==> src/rtl/adder_arb_pkg.sv <==
// Shared constants and the result-buffer record for the adder-sharing arbiter.
package adder_arb_pkg;

    localparam int ADD_WIDTH   = 32;
    localparam int DEF_NUM_REQ = 4;
    // Wide enough for the largest legal requester count (16).
    localparam int MAX_ID_W    = 4;

    typedef struct packed {
        logic [ADD_WIDTH-1:0] sum;
        logic                 cout;
        logic [MAX_ID_W-1:0]  id;
    } add_res_t;

endpackage

==> src/rtl/kogge_stone_32.sv <==
// 32-bit Kogge-Stone parallel-prefix adder, carry-in fixed at zero.
module kogge_stone_32 (
    input  logic [31:0] a,
    input  logic [31:0] b,
    output logic [31:0] sum,
    output logic        cout
);

    logic [31:0] w_g;
    logic [31:0] w_p;
    logic [31:0] w_gn;
    logic [31:0] w_pn;
    logic [31:0] w_p0;

    // Five prefix stages at spans 1,2,4,8,16 give group generate from bit 0.
    always_comb begin
        w_g  = a & b;
        w_p  = a ^ b;
        w_p0 = a ^ b;
        w_gn = 32'h0000_0000;
        w_pn = 32'h0000_0000;
        for (int s = 0; s < 5; s++) begin
            w_gn = w_g;
            w_pn = w_p;
            for (int i = (1 << s); i < 32; i++) begin
                w_gn[i] = w_g[i] | (w_p[i] & w_g[i - (1 << s)]);
                w_pn[i] = w_p[i] & w_p[i - (1 << s)];
            end
            w_g = w_gn;
            w_p = w_pn;
        end
        sum  = w_p0 ^ {w_g[30:0], 1'b0};
        cout = w_g[31];
    end

endmodule

==> src/rtl/rr_arbiter.sv <==
// Round-robin request arbiter; define ADDARB_FIXED_PRIO_EN for lowest-index-wins priority.
module rr_arbiter #(
    parameter int N  = 4,
    parameter int IW = 2
) (
    input  logic [N-1:0]  i_req,
    input  logic [IW-1:0] i_ptr,
    input  logic          i_enable,
    output logic [N-1:0]  o_grant,
    output logic [IW-1:0] o_idx
);

    logic [IW-1:0] w_sel;
    logic [IW-1:0] w_j;
    logic [IW:0]   w_jsum;
    logic          w_found;

    // Scan candidates from the highest search offset down so the lowest offset wins.
    always_comb begin
        w_sel   = '0;
        w_found = 1'b0;
        w_j     = '0;
        w_jsum  = '0;
        for (int k = N - 1; k >= 0; k--) begin
`ifdef ADDARB_FIXED_PRIO_EN
            w_jsum = (IW+1)'(k);
`else
            w_jsum = {1'b0, i_ptr} + (IW+1)'(k);
            w_jsum = (w_jsum >= (IW+1)'(N)) ? (w_jsum - (IW+1)'(N)) : w_jsum;
`endif
            w_j     = w_jsum[IW-1:0];
            w_found = w_found | i_req[w_j];
            w_sel   = i_req[w_j] ? w_j : w_sel;
        end
    end

    assign o_grant = (i_enable & w_found) ? ({{(N-1){1'b0}}, 1'b1} << w_sel) : {N{1'b0}};
    assign o_idx   = w_sel;

endmodule

==> src/rtl/adder_share_arb.sv <==
// Shares one Kogge-Stone adder among NUM_REQ requesters with a one-entry result buffer.
// Build option: ADDARB_FIXED_PRIO_EN selects fixed priority and removes the round-robin pointer.
module adder_share_arb
    import adder_arb_pkg::*;
#(
    parameter int  NUM_REQ = DEF_NUM_REQ,
    parameter int  WIDTH   = ADD_WIDTH,
    localparam int ID_W    = $clog2(NUM_REQ)
) (
    input  logic                     clk,
    input  logic                     rst_n,
    input  logic [NUM_REQ-1:0]       req_valid,
    output logic [NUM_REQ-1:0]       req_ready,
    input  logic [NUM_REQ*WIDTH-1:0] req_a,
    input  logic [NUM_REQ*WIDTH-1:0] req_b,
    output logic                     res_valid,
    input  logic                     res_ready,
    output logic [WIDTH-1:0]         res_sum,
    output logic                     res_cout,
    output logic [ID_W-1:0]          res_id
);

    if (WIDTH != ADD_WIDTH) begin : g_bad_width
        $error("adder_share_arb: WIDTH must be 32 to match kogge_stone_32");
    end
    if (NUM_REQ < 2 || NUM_REQ > 16) begin : g_bad_num_req
        $error("adder_share_arb: NUM_REQ must be in 2..16");
    end

    logic               w_can_accept;
    logic               w_arb_en;
    logic               w_xfer;
    logic [NUM_REQ-1:0] w_grant;
    logic [ID_W-1:0]    w_idx;
    logic [ID_W-1:0]    w_rr_ptr;
    logic [WIDTH-1:0]   w_a;
    logic [WIDTH-1:0]   w_b;
    logic [WIDTH-1:0]   w_sum;
    logic               w_cout;
    logic               w_id_unused;
    add_res_t           r_res;
    logic               r_res_valid;

    assign w_can_accept = ~r_res_valid | res_ready;
    // Grants are suppressed while reset is asserted, not just after the first edge.
    assign w_arb_en     = w_can_accept & rst_n;
    assign w_xfer       = |(req_valid & w_grant);
    assign req_ready    = w_grant;

    rr_arbiter #(
        .N  (NUM_REQ),
        .IW (ID_W)
    ) u_arb (
        .i_req    (req_valid),
        .i_ptr    (w_rr_ptr),
        .i_enable (w_arb_en),
        .o_grant  (w_grant),
        .o_idx    (w_idx)
    );

    assign w_a = req_a[w_idx*WIDTH +: WIDTH];
    assign w_b = req_b[w_idx*WIDTH +: WIDTH];

    kogge_stone_32 u_add (
        .a    (w_a),
        .b    (w_b),
        .sum  (w_sum),
        .cout (w_cout)
    );

`ifdef ADDARB_FIXED_PRIO_EN
    assign w_rr_ptr = '0;
`else
    logic [ID_W-1:0] r_rr_ptr;
    logic [ID_W-1:0] w_ptr_nxt;

    assign w_ptr_nxt = (w_idx == ID_W'(NUM_REQ - 1)) ? '0 : (w_idx + ID_W'(1));
    assign w_rr_ptr  = r_rr_ptr;

    // Round-robin pointer moves past the winner only when a transfer happens.
    always_ff @(posedge clk or negedge rst_n) begin
        if (!rst_n) begin
            r_rr_ptr <= '0;
        end else if (w_xfer) begin
            r_rr_ptr <= w_ptr_nxt;
        end else begin
            r_rr_ptr <= r_rr_ptr;
        end
    end
`endif

    // Result buffer: fill on transfer (also replaces a draining entry), clear on drain-only.
    always_ff @(posedge clk or negedge rst_n) begin
        if (!rst_n) begin
            r_res       <= '0;
            r_res_valid <= 1'b0;
        end else if (w_xfer) begin
            r_res       <= '{sum: w_sum, cout: w_cout, id: MAX_ID_W'(w_idx)};
            r_res_valid <= 1'b1;
        end else if (res_ready) begin
            r_res       <= r_res;
            r_res_valid <= 1'b0;
        end else begin
            r_res       <= r_res;
            r_res_valid <= r_res_valid;
        end
    end

    assign res_valid   = r_res_valid;
    assign res_sum     = r_res.sum;
    assign res_cout    = r_res.cout;
    assign res_id      = r_res.id[ID_W-1:0];
    assign w_id_unused = ^r_res.id;

endmodule

==> config.mk <==
export PLATFORM = sky130hd
export DESIGN_NAME = adder_share_arb
export DESIGN_NICKNAME = d
export VERILOG_FILES = /design/src/rtl/adder_arb_pkg.sv /design/src/rtl/kogge_stone_32.sv /design/src/rtl/rr_arbiter.sv /design/src/rtl/adder_share_arb.sv
export SDC_FILE = /design/constraint.sdc
export NUM_CORES = 1
export LEC_CHECK = 0
export CAP_MARGIN = 30
export CORE_AREA = 10 10 168 92
export DETAILED_ROUTE_END_ITERATION = 10
export DIE_AREA = 0 0 178 102
export GPL_ROUTABILITY_DRIVEN = 0
export PLACE_DENSITY_LB_ADDON = 0.2
export SYNTH_ARGS = -nofsm -noshare
export SYNTH_HDL_FRONTEND = slang
export SYNTH_HIERARCHICAL = 1
export SYNTH_SLANG_ARGS = --single-unit
==> constraint.sdc <==
create_clock -name clk -period 12.8 [get_ports clk]
set_clock_uncertainty 0.15 [all_clocks]
set_input_delay 2.56 -clock clk [delete_from_list [all_inputs] [get_ports clk]]
set_output_delay 2.56 -clock clk [all_outputs]
set_load 0.005 [all_outputs]
==> results of run 1 <==
final timing paths:
path,depth (start not counted),end
setup / recovery,8,req_ready[3]
hold / removal,1,res_id[1]
setup reg to reg,13,res_sum[27]
hold reg to reg,1,res_id[1]
max in group asynchronous,2,res_id[1]
min in group asynchronous,2,res_sum[27]
per-layer routing:
| metal | vias to the layer above | routed length, um | track usage, % |
|---|---|---|---|
| met5 | - | 0 | 0 |
| met4 | 0 | 233 | 3.25 |
| met3 | 14 | 1490 | 5.12 |
| met2 | 219 | 10100 | 36.7 |
| met1 | 2562 | 7850 | 25.5 |
| li1 | 2401 | - | - |
cells in the mapped netlist (7+ instances only):
cell,instances
clkbuf_1,7
buf_2,13
nand4_1,7
inv_1,13
mux2_2,7
mux4_2,64
nor2_1,18
buf_6,8
a211oi_1,8
dfrtp_1,38
mux2_4,30
o21ai_0,21
nand2_1,27
a21oi_1,36
nand3_1,7
ha_1,33
xnor2_1,19
xor2_1,7
a21o_1,9
per-stage QoR:
stage	worst slack [ps]	area, um^2	hold WS, ps	utilization, %	power, mW
3_3_place_gp	5020	8220	341	66.1	1.81
2_1_floorplan	6440	5160	342	-	1.39
6_report	4980	8420	357	67.6	2.02
5_1_grt	4840	8420	384	67.6	2.17
3_5_place_dp	4970	8220	345	66.1	1.83
4_1_cts	4970	8420	360	67.6	2.01
cell usage in the layout (no fill, tap or decap), drive strengths merged, types with 4 or more instances in the layout:
master,count
inv,14
nand2,28
dfrtp,38
a211oi,9
nand3,7
clkbuf,5
nor2,19
a31oi,6
a21o,9
xor2,7
clkdlybuf4s50,301
a21oi,37
o21bai,4
buf,5
o21a,5
mux2,37
and3,4
mux4,64
nor3,8
o2111ai,4
xnor2,19
nand4,7
o21ai,21
o211ai,5
ha,33
final cells by class:
cell class,instances,share of cell area [%]
well taps,170,2.53
inverters,14,0.624
flip-flops and latches,38,11.3
clock inverters,3,0.817
clock buffers,5,1.49
repair buffers,306,36.2
multi-input cells,374,47.0
flip-flops by register name, summed over array words and instances (netlist names):
register	count
res_sum	32
res_id	2
r_rr_ptr	2
res_cout	1
res_valid	1
cells by family after synthesis:
| kind of cell | after synthesis |
|---|---|
| mux | 103 |
| buf+inv | 44 |
| flops | 38 |
| fa+ha+maj | 34 |
| compound gates | 123 |
| simple gates | 88 |
| xor+xnor | 26 |
power by group:
group          total [mW]  switching, mW  leakage, nW  internal [mW]
combinational        1.62          0.792         2.69          0.832
clock               0.164         0.0523       0.0940          0.112
sequential          0.228         0.0414        0.451          0.186
total                2.02          0.885         3.23           1.13
worst register-to-register path, stage by stage (launching register included):
cell and delay [ps]:
dfrtp_1 470, mux2i_1 220, nor2_1 90, nor3_4 210, buf_4 580, mux4_2 640, ha_1 460, o21ai_0 140
o21bai_1 320, a211oi_1 150, o21ai_0 760, a31oi_1 220, a211oi_1 340, mux2_4 200
==> key figures, run 1 <==
Run status
  – Status: completed

Timing
  – Setup TNS: 0 ps
  – RSZ-0062 raised after global routing: no
  – Relative slew slack: 38.4%
  – FMAX: 128 MHz
  – Fin crit share: 61.1%
  – Crit path time final: 7820 ps
  – Final Hold Vio Count: 0
  – Worst slew pin tran: 915 ps
  – Max-slew violations: 0
  – Count of final setup violators: 0

Synth
  – Average size of a mapped cell: 11.3 um^2
  – Post-Synth XOR/XNOR Area: 4.41%
  – Main combinational cell family by area after synthesis: multiplexers
  – Synth Area in Compound Gates: 16.5%
  – Top FF cell, synth: dfrtp_1
  – Adder-Cell Fraction of Synth Area: 8.39%
  – Largest cells by area after synthesis: mux4_2 (28%), dfrtp_1 (18%), mux2_4 (8.7%)
  – Post-synthesis simple-gate area fraction: 8.90%
  – Yosys top cell area share: 27.9%
  – Post-synthesis mux area share: 38.6%
  – Post-synthesis sequential area ratio: 18.4%
  – Syn nets: 753
  – Post-synthesis register bit count: 38
  – Post-synthesis instance area: 5160 um^2
  – Yosys cell types: 63
  – Post-Synthesis Cells: 456
  – Share of flip-flops with an asynchronous set or reset: 100%
  – Synthesis warning total: 6
  – Yosys top cell by area: mux4_2
  – EDFF count, synth: 0

Final layout
  – Fin nets: 1,036
  – Final non-filler cell total: 910
  – Multi-input logic area: 3960 um^2
  – Share of cells above drive strength 1: 18.0%
  – Antenna diodes: 0
  – Seq. cell area: 951 um^2
  – Synth-to-Final Area Change: 63.1%
  – Filler Cells Inserted: 948

Power
  – Peak supply drop: 0.173 mV
  – Leakage: 3.23 nW
  – PD cells: 239 nW/um^2

Routing
  – Via count: 5,196
  – Vias per cell: 5.71
  – Final wirelength: 19.7 mm
  – First-pass iteration count of the detailed router: 5
  – First DRT Iteration DRCs: 284
  – DRC: 0
  – Post-route ant nets: 0
  – Wire length per cell: 21.6 um

GRT
  – GRT overflow: 0
  – Tot GR Track Use: 20.7%
  – Vias in the first global route: 5,568
  – Largest net degree at the start of global routing: 68
  – First-pass GRT wire length: 29.9 mm
  – Initial antenna violation count: 0

Critical path
  – Slowest-stage cell, CP: buf_4
  – Most used cell along the critical path: clkdlybuf4s50_1
  – CP max stage delay: 680 ps
  – WP data required: 10,090 ps
  – Crit path from: req_valid[0]
  – Crit path max fanout: 67
  – CP Cell Sequence: clkdlybuf4s50_1 -> a21oi_2 -> o21a_1 -> o22ai_2 -> inv_2 -> buf_4 -> and3_1 -> clkdlybuf4s50_1
  – Reg-to-reg startpoint: r_rr_ptr[1]
  – Delay-heaviest family, CP: buffers and inverters
  – Crit path capture type: primary output
  – CP arrival: 5110 ps
  – Kind of critical path: primary input to primary output
  – CP bufs+invs: 4
  – CP startpoint kind: primary input
  – Reg2reg setup slack: 7790 ps

Hold path
  – Hold Path Class: register to register
  – Worst Min Path Start: res_id[1]

Floorplanning
  – # rows: 29
  – Initial core utilization: 41.5%
  – Ports: 303
  – Core Region: 12,400 um^2
  – Die Area: 18,200 um^2
  – Die Y: 102 um
  – Die W: 178 um

CTS
  – Post-CTS Hold Buffers: 0
  – Clk Latency, worst-skew pair: 280 ps
  – Clk pin slew, worst setup/hold paths: 60 ps
  – Post-CTS Resized: 0
  – CTS tree: built
  – Max clock buf depth: 2
  – H-tree depth: 2
  – Setup Buffers After CTS: 0
  – TritonCTS Sinks: 38
  – Root Driver: clkbuf_16
  – Total CTS buffers: 5

Place
  – Port Buffers: 302
  – DP HPWL: 16.6 mm
  – Inst Count DP: 902

Job
  – Max_cap viols: 0
Note: power is estimated with default switching activity, not from simulation.
==> run 2, diff against run 1 <==
--- a/config.mk
+++ b/config.mk
@@ -6,9 +6,9 @@
 export NUM_CORES = 1
 export LEC_CHECK = 0
 export CAP_MARGIN = 30
-export CORE_AREA = 10 10 168 92
+export CORE_AREA = 10 10 183 99
 export DETAILED_ROUTE_END_ITERATION = 10
-export DIE_AREA = 0 0 178 102
+export DIE_AREA = 0 0 193 109
 export GPL_ROUTABILITY_DRIVEN = 0
 export PLACE_DENSITY_LB_ADDON = 0.2
 export SYNTH_ARGS = -nofsm -noshare
==> constraint.sdc (replaced) <==
create_clock -name clk -period 6.89 [get_ports clk]
set_clock_uncertainty 0.15 [all_clocks]
set_input_delay 1.378 -clock clk [delete_from_list [all_inputs] [get_ports clk]]
set_output_delay 1.378 -clock clk [all_outputs]
set_load 0.005 [all_outputs]
==> run 2 against run 1 <==
Utilization is 11 points lower; cell count is 4.1% higher; critical path depth is 6 higher; sequential power is 85% higher; combinational power is 90% higher; critical path type is now primary input to register; critical endpoint is now res_sum[29]; largest cell class unchanged.
==> key figures, run 2 (same netlist as run 1, synthesis figures left out) <==
Power
  – Total power: 3.77 mW
  – Switching power: 1.68 mW
  – PD cells: 445 nW/um^2
  – Internal power: 2.08 mW
  – Switching Share: 44.7%
  – Clock share of power: 7.1%
  – Sequential share of power: 11.2%
  – Leakage: 3.23 nW
  – Gate power share: 81.7%
  – Peak supply drop: 0.188 mV

Job
  – Max_cap viols: 0

CTS
  – Post-CTS Hold Buffers: 0
  – H-tree depth: 2
  – Root Driver: clkbuf_16
  – Clk pin slew, worst setup/hold paths: 60 ps
  – Setup Buffers After CTS: 0
  – TritonCTS Sinks: 38
  – CTS tree: built
  – Post-CTS Resized: 0
  – Total CTS buffers: 5
  – Clk Latency, worst-skew pair: 280 ps
  – Max clock buf depth: 2

Routing
  – DRC: 0
  – Vias per cell: 5.48
  – Via count: 5,192
  – First-pass iteration count of the detailed router: 6
  – Post-route ant nets: 0
  – First DRT Iteration DRCs: 287
  – Final wirelength: 21.8 mm
  – Wire length per cell: 23.0 um

Timing
  – Worst slew pin tran: 894 ps
  – Count of final setup violators: 0
  – Setup TNS: 0 ps
  – Final Hold Vio Count: 0
  – Relative slew slack: 39.6%
  – RSZ-0062 raised after global routing: no
  – Max-slew violations: 0
  – Crit path time final: 6120 ps
  – FMAX: 163 MHz
  – Fin crit share: 88.8%

Floorplanning
  – Initial core utilization: 34.4%
  – Die W: 193 um
  – Ports: 303
  – # rows: 32
  – Die Area: 21,000 um^2
  – Core Region: 15,000 um^2
  – Die Y: 109 um

GRT
  – GRT overflow: 0
  – Initial antenna violation count: 2
  – First-pass GRT wire length: 32.7 mm
  – Vias in the first global route: 5,597
  – Tot GR Track Use: 19.9%
  – Largest net degree at the start of global routing: 44

Final layout
  – Commonest non-fill, non-tap cell in the layout: clkdlybuf4s50_1
  – Fin nets: 1,038
  – Final Util: 56.3%
  – Design area: 8460 um^2
  – Number of flip-flops in the largest register: 32
  – Synth-to-Final Area Change: 63.9%
  – Most used cells in the layout excluding fill and tap cells: clkdlybuf4s50_1 (301), mux4_2 (64), dfrtp_1 (38)
  – Share of cells above drive strength 1: 17.9%

Place
  – Port Buffers: 302
  – DP HPWL: 18.9 mm
  – Dpl cell area: 8290 um^2

Critical path
  – Crit path capture type: register
  – CP startpoint kind: primary input
  – Kind of critical path: primary input to register
  – Delay-heaviest family, CP: compound AO/OA/AOI/OAI gates
  – Crit path max fanout: 43
  – WP data required: 6910 ps
  – Slowest-stage cell, CP: a211oi_1
  – CP max stage delay: 670 ps
  – CP arrival: 6140 ps
  – CP bufs+invs: 2
  – CP Cell Sequence: clkdlybuf4s50_1 -> mux2i_1 -> nor2_1 -> nor3_4 -> buf_12 -> mux4_2 -> ha_1 -> o211ai_1 -> or2_2 -> o221a_2 -> a211oi_1 -> o21ai_0 -> xnor2_1 -> mux2_4

Hold path
  – Hold Path Class: register to register

Run status
  – Status: completed
run 2: cell count changes in the layout (fill, tap and decap cells not counted):
| cell | change |
|---|---|
| bufinv_16 | -1 |
| clkbuf_1 | +2 |
| buf_12 | +1 |
| clkinv_4 | -1 |
| diode_2 | +1 |
| buf_4 | +1 |
run 2: per-layer routing:
metal	up-vias	share of wire (%)	wire length, um	global-route usage [%]
li1	2410	-	-	-
met1	2491	42	9230	25.4
met2	274	44	9620	31.0
met3	13	13	2790	9.43
met4	4	0.45	98	2.18
met5	-	0.12	26	0
run 2: area by class of cell:
cell class                 instances  area [um^2]
clock buffer                       7          133
timing repair buffer             308         3080
fill                            1273         6560
inverter                          14         52.6
antenna                            1         2.50
multi-input combinational        374         3960
clock inverter                     1         30.0
tap                              204          255
sequential                        38          951
run 2: worst paths after layout:
| path | startpoint | endpoint | slack, ps | cells after the start |
|---|---|---|---|---|
| setup / recovery | req_valid[0] | res_sum[29] | 770 | 14 |
| hold reg to reg | res_sum[4] | res_sum[4] | 350 | 1 |
| max in group asynchronous | rst_n | res_sum[10] | 5160 | 2 |
| setup reg to reg | r_rr_ptr[1] | res_sum[29] | 1900 | 13 |
| hold / removal | res_sum[4] | res_sum[4] | 350 | 1 |
| min in group asynchronous | rst_n | res_sum[0] | 1030 | 2 |
run 2: power by group through the flow:
stage	clock network, mW	logic, mW	registers [mW]
2_1_floorplan	0	2.16	0.419
3_3_place_gp	0	3.00	0.420
3_5_place_dp	0	3.05	0.423
4_1_cts	0.276	3.06	0.421
5_1_grt	0.282	3.35	0.436
6_report	0.267	3.08	0.421
run 2: worst register-to-register path: cells and delay by family (launching register included):
| kind | cells | cell delay, ps |
|---|---|---|
| XOR/XNOR | 1 | 170 |
| AO/OA/AOI/OAI | 4 | 1380 |
| flip-flops | 1 | 490 |
| buffers and inverters | 1 | 350 |
| AND/OR/NAND/NOR | 3 | 920 |
| multiplexers | 3 | 1040 |
| adder cells (fa/ha/maj) | 1 | 380 |
run 2: per-stage QoR:
step	std cells	worst slack (ps)	hold slack (ps)
floorplan	456	1710	342
global placement	938	632	339
detailed placement	938	603	344
CTS	946	890	358
global route	946	471	376
finish	947	770	355
